<file path="config.mk">
export PLATFORM = sky130hd
export DESIGN_NAME = seq_divider_flat
export DESIGN_NICKNAME = d
export VERILOG_FILES = /design/src/rtl/seq_divider_if.sv /design/src/rtl/seq_divider.sv /design/src/flat_wrapper.sv
export SDC_FILE = /design/constraint.sdc
export NUM_CORES = 1
export LEC_CHECK = 0
export CAP_MARGIN = 20
export CORE_MARGIN = 4
export CORE_UTILIZATION = 42
export DETAILED_ROUTE_END_ITERATION = 10
export PLACE_DENSITY_LB_ADDON = 0.3
export SYNTH_ARGS = -nofsm -noshare
export SYNTH_HDL_FRONTEND = slang
export SYNTH_SLANG_ARGS = --single-unit
</file>
<file path="constraint.sdc">
create_clock -name clk -period 2.7 [get_ports clk]
set_input_delay 0.54 -clock clk [delete_from_list [all_inputs] [get_ports clk]]
set_output_delay 0.54 -clock clk [all_outputs]
set_load 0.05 [all_outputs]
</file>
<file path="src/rtl/seq_divider_if.sv">
// Handshake and operand/result bundle for the sequential restoring divider.
interface seq_divider_if #(
  parameter int unsigned N = 4
);
  logic             start;
  logic [2*N-1:0]   dividend;
  logic [N-1:0]     divisor;
  logic [2*N-1:0]   quotient;
  logic [N-1:0]     remainder;
  logic             busy;
  logic             done;
  logic             dbz;

  modport master (
    output start, dividend, divisor,
    input  quotient, remainder, busy, done, dbz
  );

  modport slave (
    input  start, dividend, divisor,
    output quotient, remainder, busy, done, dbz
  );
endinterface

</file>
<file path="src/rtl/seq_divider.sv">
// Restoring divider: 2N-bit dividend / N-bit divisor, one quotient bit per clock, MSB first.
module seq_divider #(
  parameter int unsigned N = 4
) (
  input  logic         clk,
  input  logic         rst,
  seq_divider_if.slave bus
);
  localparam int unsigned CW = $clog2(2 * N + 1);
  localparam logic [CW-1:0] LAST = CW'(2 * N - 1);

  typedef enum logic [1:0] {IDLE, RUN, DONE} state_t;

  state_t         state;
  logic [2*N-1:0] shreg;
  logic [N-1:0]   dvsr;
  logic [N:0]     prem;
  logic [CW-1:0]  cnt;
  logic           dbz_pend;

  logic [N:0]     trial;
  logic [N:0]     next_rem;
  logic           qbit;

  // The dividend register shifts out its MSB while quotient bits fill in from the LSB.
  always_comb begin
    trial    = {prem[N-1:0], shreg[2*N-1]};
    qbit     = (trial >= {1'b0, dvsr});
    next_rem = qbit ? (trial - {1'b0, dvsr}) : trial;
  end

  always_ff @(posedge clk or posedge rst) begin
    if (rst) begin
      state         <= IDLE;
      shreg         <= '0;
      dvsr          <= '0;
      prem          <= '0;
      cnt           <= '0;
      dbz_pend      <= 1'b0;
      bus.quotient  <= '0;
      bus.remainder <= '0;
      bus.busy      <= 1'b0;
      bus.done      <= 1'b0;
      bus.dbz       <= 1'b0;
    end else begin
      case (state)
        IDLE, DONE: begin
          bus.done <= 1'b0;
          if (bus.start) begin
            shreg    <= bus.dividend;
            dvsr     <= bus.divisor;
            prem     <= '0;
            cnt      <= '0;
            dbz_pend <= (bus.divisor == '0);
            bus.busy <= 1'b1;
            state    <= RUN;
          end else begin
            state <= IDLE;
          end
        end
        RUN: begin
          shreg <= {shreg[2*N-2:0], qbit};
          prem  <= next_rem;
          cnt   <= cnt + 1'b1;
          // A zero divisor always "fits", giving all-ones and passing the low dividend bits through.
          if (cnt == LAST) begin
            bus.quotient  <= {shreg[2*N-2:0], qbit};
            bus.remainder <= next_rem[N-1:0];
            bus.dbz       <= dbz_pend;
            bus.busy      <= 1'b0;
            bus.done      <= 1'b1;
            state         <= DONE;
          end
        end
        default: state <= IDLE;
      endcase
    end
  end
endmodule

</file>
<file path="src/flat_wrapper.sv">
// flat-port wrapper written by rule: the top's interface ports become plain ports
module seq_divider_flat 
#(
  parameter int unsigned N = 4
)
  (clk, rst, bus_start, bus_dividend, bus_divisor, bus_quotient, bus_remainder, bus_busy, bus_done, bus_dbz);
  seq_divider_if #(.N(N)) bus_i ();
  input  logic clk;
  input  logic rst;
  input wire logic [$bits(bus_i.start)-1:0] bus_start;
  input wire logic [$bits(bus_i.dividend)-1:0] bus_dividend;
  input wire logic [$bits(bus_i.divisor)-1:0] bus_divisor;
  output wire logic [$bits(bus_i.quotient)-1:0] bus_quotient;
  output wire logic [$bits(bus_i.remainder)-1:0] bus_remainder;
  output wire logic [$bits(bus_i.busy)-1:0] bus_busy;
  output wire logic [$bits(bus_i.done)-1:0] bus_done;
  output wire logic [$bits(bus_i.dbz)-1:0] bus_dbz;
  assign bus_i.start = bus_start;
  assign bus_i.dividend = bus_dividend;
  assign bus_i.divisor = bus_divisor;
  assign bus_quotient = bus_i.quotient;
  assign bus_remainder = bus_i.remainder;
  assign bus_busy = bus_i.busy;
  assign bus_done = bus_i.done;
  assign bus_dbz = bus_i.dbz;
  seq_divider #(.N(N)) u_core (.clk(clk), .rst(rst), .bus(bus_i));
endmodule
</file>
Word level (Yosys, flattened, before mapping):

Index checks and enable logic that the tools add are counted.

* flip-flop bits (word level): 38
* word-level logic and storage cells: 43
* output and inout port bits: 15
* bits of input ports: 15

* eq/ne operators: 5
* $lt $le $gt $ge: 1
* reductions and logical operators: 9
* multiplexer cells: 15
* add/subtract/negate cells: 2

Operators by type and width (number)
* $pmux 4 s2: 2
* $pmux 8 s2: 1
* $mux 4: 3
* $mux 8: 1
* $reduce_and 2->1: 4
* $ge 5x4->1: 1
* $add 4x1->4 const B: 1
* $eq 4x3->1 const B: 1
* $logic_not 4->1: 1
* $mux 1: 4
* $pmux 1 s2: 2
* $pmux 2 s2: 1
* $sub 4x4->4: 1
* $reduce_and 3->1: 1
* $eq 2x1->1 const B: 1
* $eq 2x2->1 const B: 1
* $logic_not 2->1: 1
* $mux 2: 1
* $ne 2x1->1 const B: 1
* $ne 2x2->1 const B: 1
* $reduce_bool 2->1: 1
* $reduce_or 2->1: 1

Logic depth before layout (Yosys ltp):

* depth after elaboration: 4
* gate-level depth with buffers: 8
* mapped depth without buffers: 7

Worst setup path after synthesis:

No wires, ideal clock.

* kind: register to register
* start point: register u_core.prem[0]
* end point: register u_core.prem[2]
* setup time: 0.122 ns
* data required time: 2.578 ns
* data arrival time: 1.724 ns
* stages on the path, launching flop included: 6
* clock period less this slack: 1.846 ns
* setup slack: 0.854 ns
* buffers on the path: 0
* cells stage by stage: dfrtp_1 ha_1 nor2b_4 o311a_4 or3_1 a32o_1

* cells in the longest elaborated chain, start to end: 3
* elaborated cells on any way between the ends: 4
* classes of those cells: add/sub (1); order compare (1); mux (2)

RTL lines
* start: declaration: line seq_divider.sv:17 `logic [N:0] prem;`
* start signal: assignment: line seq_divider.sv:63 `prem <= next_rem;`
* $sub 4x4->4 or $ge 5x4->1 (tied branches): line seq_divider.sv:29, seq_divider.sv:28
* $mux 4 *: line seq_divider.sv:29 `next_rem = qbit ? (trial - {1'b0, dvsr}) : trial;`
* $pmux 4 s2 *: line seq_divider.sv:46 `case (state)`

Every way passes the cells marked *; elsewhere a longest branch is shown, timed or not.
A chain may end at the register's enable or synchronous reset.

Worst setup path in the final report:

* start point: register u_core.bus.remainder[3]
* end point: output bus_remainder[3]

RTL lines
* start: declaration: line seq_divider_if.sv:21 `output quotient, remainder, busy, done, dbz`
* start signal: assignment: line seq_divider.sv:68 `bus.remainder <= next_rem[N-1:0];`
* end: declaration: line flat_wrapper.sv:14 `output wire logic [$bits(bus_i.remainder)-1:0] bus_remainder;`

No word-level cell between the ends.

==> impl_metrics.yaml <==
timing:
  rsz0062_at_grt: "false"
  setup_slack_ps: 699
  fin_crit_sh: 0.741
  maxClockFrequency_mhz: 500
  timing.final.max_slew_violations: 0
  finalHoldViolCount: 0
  finalWorstPathRequiredPeriod_ps: 2000
  max-slew-margin-rel: 0.444
  final.setup.tns_ps: 0
  worstMarginPinSlew_ps: 831
  setup_violations: 0
  clock_skew_ps: 5.99
  holdWs_ps: 476
clock_network:
  cts_resized: 0
  postCtsHoldBufs: 0
  cts_htree_levels: 2
  clock_insertion_delay_worst_skew_ps: 290
  ctsRootBufferMaster: "clkbuf_8"
  cts.sink_count: 38
  cts.repair_timing.setup_buffer_count: 0
  cts_tree: "built"
  cts_bufs_inserted: 5
  cts_buffer_depth: 2
  clkTransAtPathRegs_ps: 70
final_layout:
  finalNetCount: 223
  layout-drive-gt1-share: 0.0887
  flow.area_growth_from_synthesis_pct: 24.9
  diodes: 0
synth:
  synthesis.instances: 171
  post_synthesis_sequential_area_ratio: 0.552
  post_synth.cell_area_avg_sq_um: 10.1
  synth_enable_flop_cells: 0
  synthFlopType: "dfrtp_1"
  postSynthRegisterBits: 38
  yosysWarnings: 0
  async_flop_share: 1.00
  synth.net_count: 192
  synth_cell_type_count: 37
  synth_area_sq_um: 1720
critical_path:
  worst-setup-path-type: "reg -> out"
  timing.critical_path.required_ps: 2160
  cpLargestDelayFamily: "buffers and inverters"
  critPathLaunchType: "register"
  critPathMaxStageDelay_ps: 810
  cp_data_arrival_time_ps: 1460
  critical_path.reg2reg.startpoint: "u_core.prem[0]$_DFFE_PP0P_"
  critical-path-slowest-cell: "clkdlybuf4s50_1"
  worst_r2r_path_depth: 5
  ff2ff_setup_slack_ps: 730
  critical_path.n_buffers_inverters: 1
  critical_path.endpoint_type: "output port"
  critical_path.max_fanout: 2
  critical_path.cell_chain: "clkdlybuf4s50_1"
  timing.critical_path.from: "u_core.bus.remainder[3]$_DFFE_PP0P_"
  worstReg2RegEnd: "u_core.prem[2]$_DFFE_PP0P_"
power:
  share_clk_of_total_power: 0.131
  sequentialPowerShare: 0.330
  total_switching_power_mw: 1.34
  internal-power_mw: 1.69
  power.static_leakage_nw: 0.983
  comb_power_share: 0.538
  irDropWorstVdd_mv: 0.685
  cellPowerDensity_nw_per_um2: 1410
  report.power.total_mw: 3.03
  p_sw_frac: 0.442
die:
  start_util: 0.434
  io-pin-count: 30
  die_h_um: 72.0
  placeable_core_area_sq_um: 3970
  design.die.area_sq_um: 5190
  number_of_standard_cell_rows_in_the_floorplan: 23
  die_width_um: 72.0
detailed_routing:
  remaining_drcs: 0
  drt_iter0_markers: 69
  avgRoutedWirePerCell_um: 13.9
  via_per_inst: 5.24
  num_vias: 1325
  detail-route-antenna-nets: 0
  route.final.wire_length_um: 3510
  dr.pass1.iters: 4
worst_hold_path:
  hold_path_cells: 2
  min_from: "u_core.bus.quotient[5]$_DFFE_PP0P_"
  min_delay_endpoint: "u_core.bus.quotient[5]$_DFFE_PP0P_"
  hold_path_class: "reg -> reg"
global_route:
  grt_use_total: 0.153
  grt_pass1_vias: 1305
  grt-ovfl-total: 0
  grt_start_max_net_pins: 39
  grt_first_pass_wirelength_um: 6170
  grt_antenna_before_repair: 0
place:
  detailed_place_hpwl_um: 2480
  buffer_ports.inserted: 29
  pre_cts_ws_ps: 571
  gp_routability_congestion: 0.828
status:
  outcome: "completed"
job:
  max_cap_violations: 0
[cell usage in the layout, fill, tap and decap left out, types with 2 or more instances in the layout]
master           count
nand2_1             50
buf_4                3
clkbuf_8             6
a21o_1               2
a31o_2               2
nand4_1              4
and2_1               2
nor2_1               4
dfrtp_1             38
mux2_2               2
o21ai_0             12
nand3b_1             2
o211ai_1             2
inv_1                6
nand3_1              2
o31ai_1              2
clkdlybuf4s50_1     29
nor3_1               2
a32o_1               2
ha_1                 5
a22oi_1              7
nor2b_1              2
[per-layer routing]
metal  track usage  vias up  wire [um]
li1              -      655          -
met2         0.248       32       1600
met1         0.194      633       1620
met3        0.0499        5        233
met5             0        -          0
met4        0.0501        0         55
[Yosys cell counts (2+ instances only)]
library cell | number | area share
nand2_1 | 50 | 0.11
dfrtp_1 | 38 | 0.55
o21ai_0 | 12 | 0.035
a22oi_1 | 7 | 0.031
inv_1 | 6 | 0.013
ha_1 | 5 | 0.036
buf_2 | 4 | 0.012
nand4_1 | 4 | 0.015
nor2_1 | 4 | 0.0087
clkbuf_1 | 3 | 0.0065
a21o_1 | 2 | 0.0087
a31o_2 | 2 | 0.010
a32o_1 | 2 | 0.012
and2_1 | 2 | 0.0073
mux2_2 | 2 | 0.013
nand3_1 | 2 | 0.0058
nand3b_1 | 2 | 0.0087
nor2b_1 | 2 | 0.0073
nor3_1 | 2 | 0.0058
o211ai_1 | 2 | 0.0087
o31ai_1 | 2 | 0.0087
[metrics by stage]
stage / instance area (sq um) / cells / utilization
after floorplan: 1720 / 171 / -
after global placement: 2060 / 245 / 0.518
after detailed placement: 2060 / 245 / 0.518
after CTS: 2150 / 253 / 0.541
after global routing: 2150 / 253 / 0.541
final: 2150 / 253 / 0.541
[final cells by class]
cell class                 count  area, sq um
sequential                    38          951
tap                           50         62.6
multi-input combinational    118          706
fill                         349         1820
timing repair buffer          32          313
clock inverter                 1         5.00
inverter                       7         26.3
clock buffer                   7         86.3
[power groups by stage]
stage	clock network [mW]	registers, mW	logic (mW)
2_1_floorplan	0	1.31	0.892
3_3_place_gp	0	1.00	1.59
3_5_place_dp	0	1.01	1.64
4_1_cts	0.415	1.00	1.64
5_1_grt	0.436	1.04	1.80
6_report	0.398	1.00	1.63
[cell families after synthesis]
| family | synth area share |
|---|---|
| AO/OA/AOI/OAI | 0.147 |
| XOR/XNOR | 0.00509 |
| adder cells (fa/ha/maj) | 0.0480 |
| buffers and inverters | 0.0378 |
| flip-flops | 0.552 |
| multiplexers | 0.0131 |
| AND/OR/NAND/NOR | 0.197 |
[worst max-delay path by stage]
stage / endpoint / cells past startpoint
3_3_place_gp: u_core.cnt[2]$_DFFE_PP0P_ / 5
5_1_grt: u_core.bus.remainder[3]$_DFFE_PP0P_ / 5
6_report: bus_remainder[3] / 1
2_1_floorplan: u_core.prem[2]$_DFFE_PP0P_ / 5
4_1_cts: bus_remainder[3] / 1
3_5_place_dp: u_core.cnt[2]$_DFFE_PP0P_ / 5
[sequential cells by signal, indices dropped and copies added, names as in the netlist]
name	flops
u_core.shreg	8
u_core.bus.done	1
u_core.state	2
u_core.bus.busy	1
u_core.bus.dbz	1
u_core.cnt	4
u_core.bus.remainder	4
u_core.bus.quotient	8
u_core.dbz_pend	1
u_core.dvsr	4
u_core.prem	4
Power figures use the tool's default switching activity.
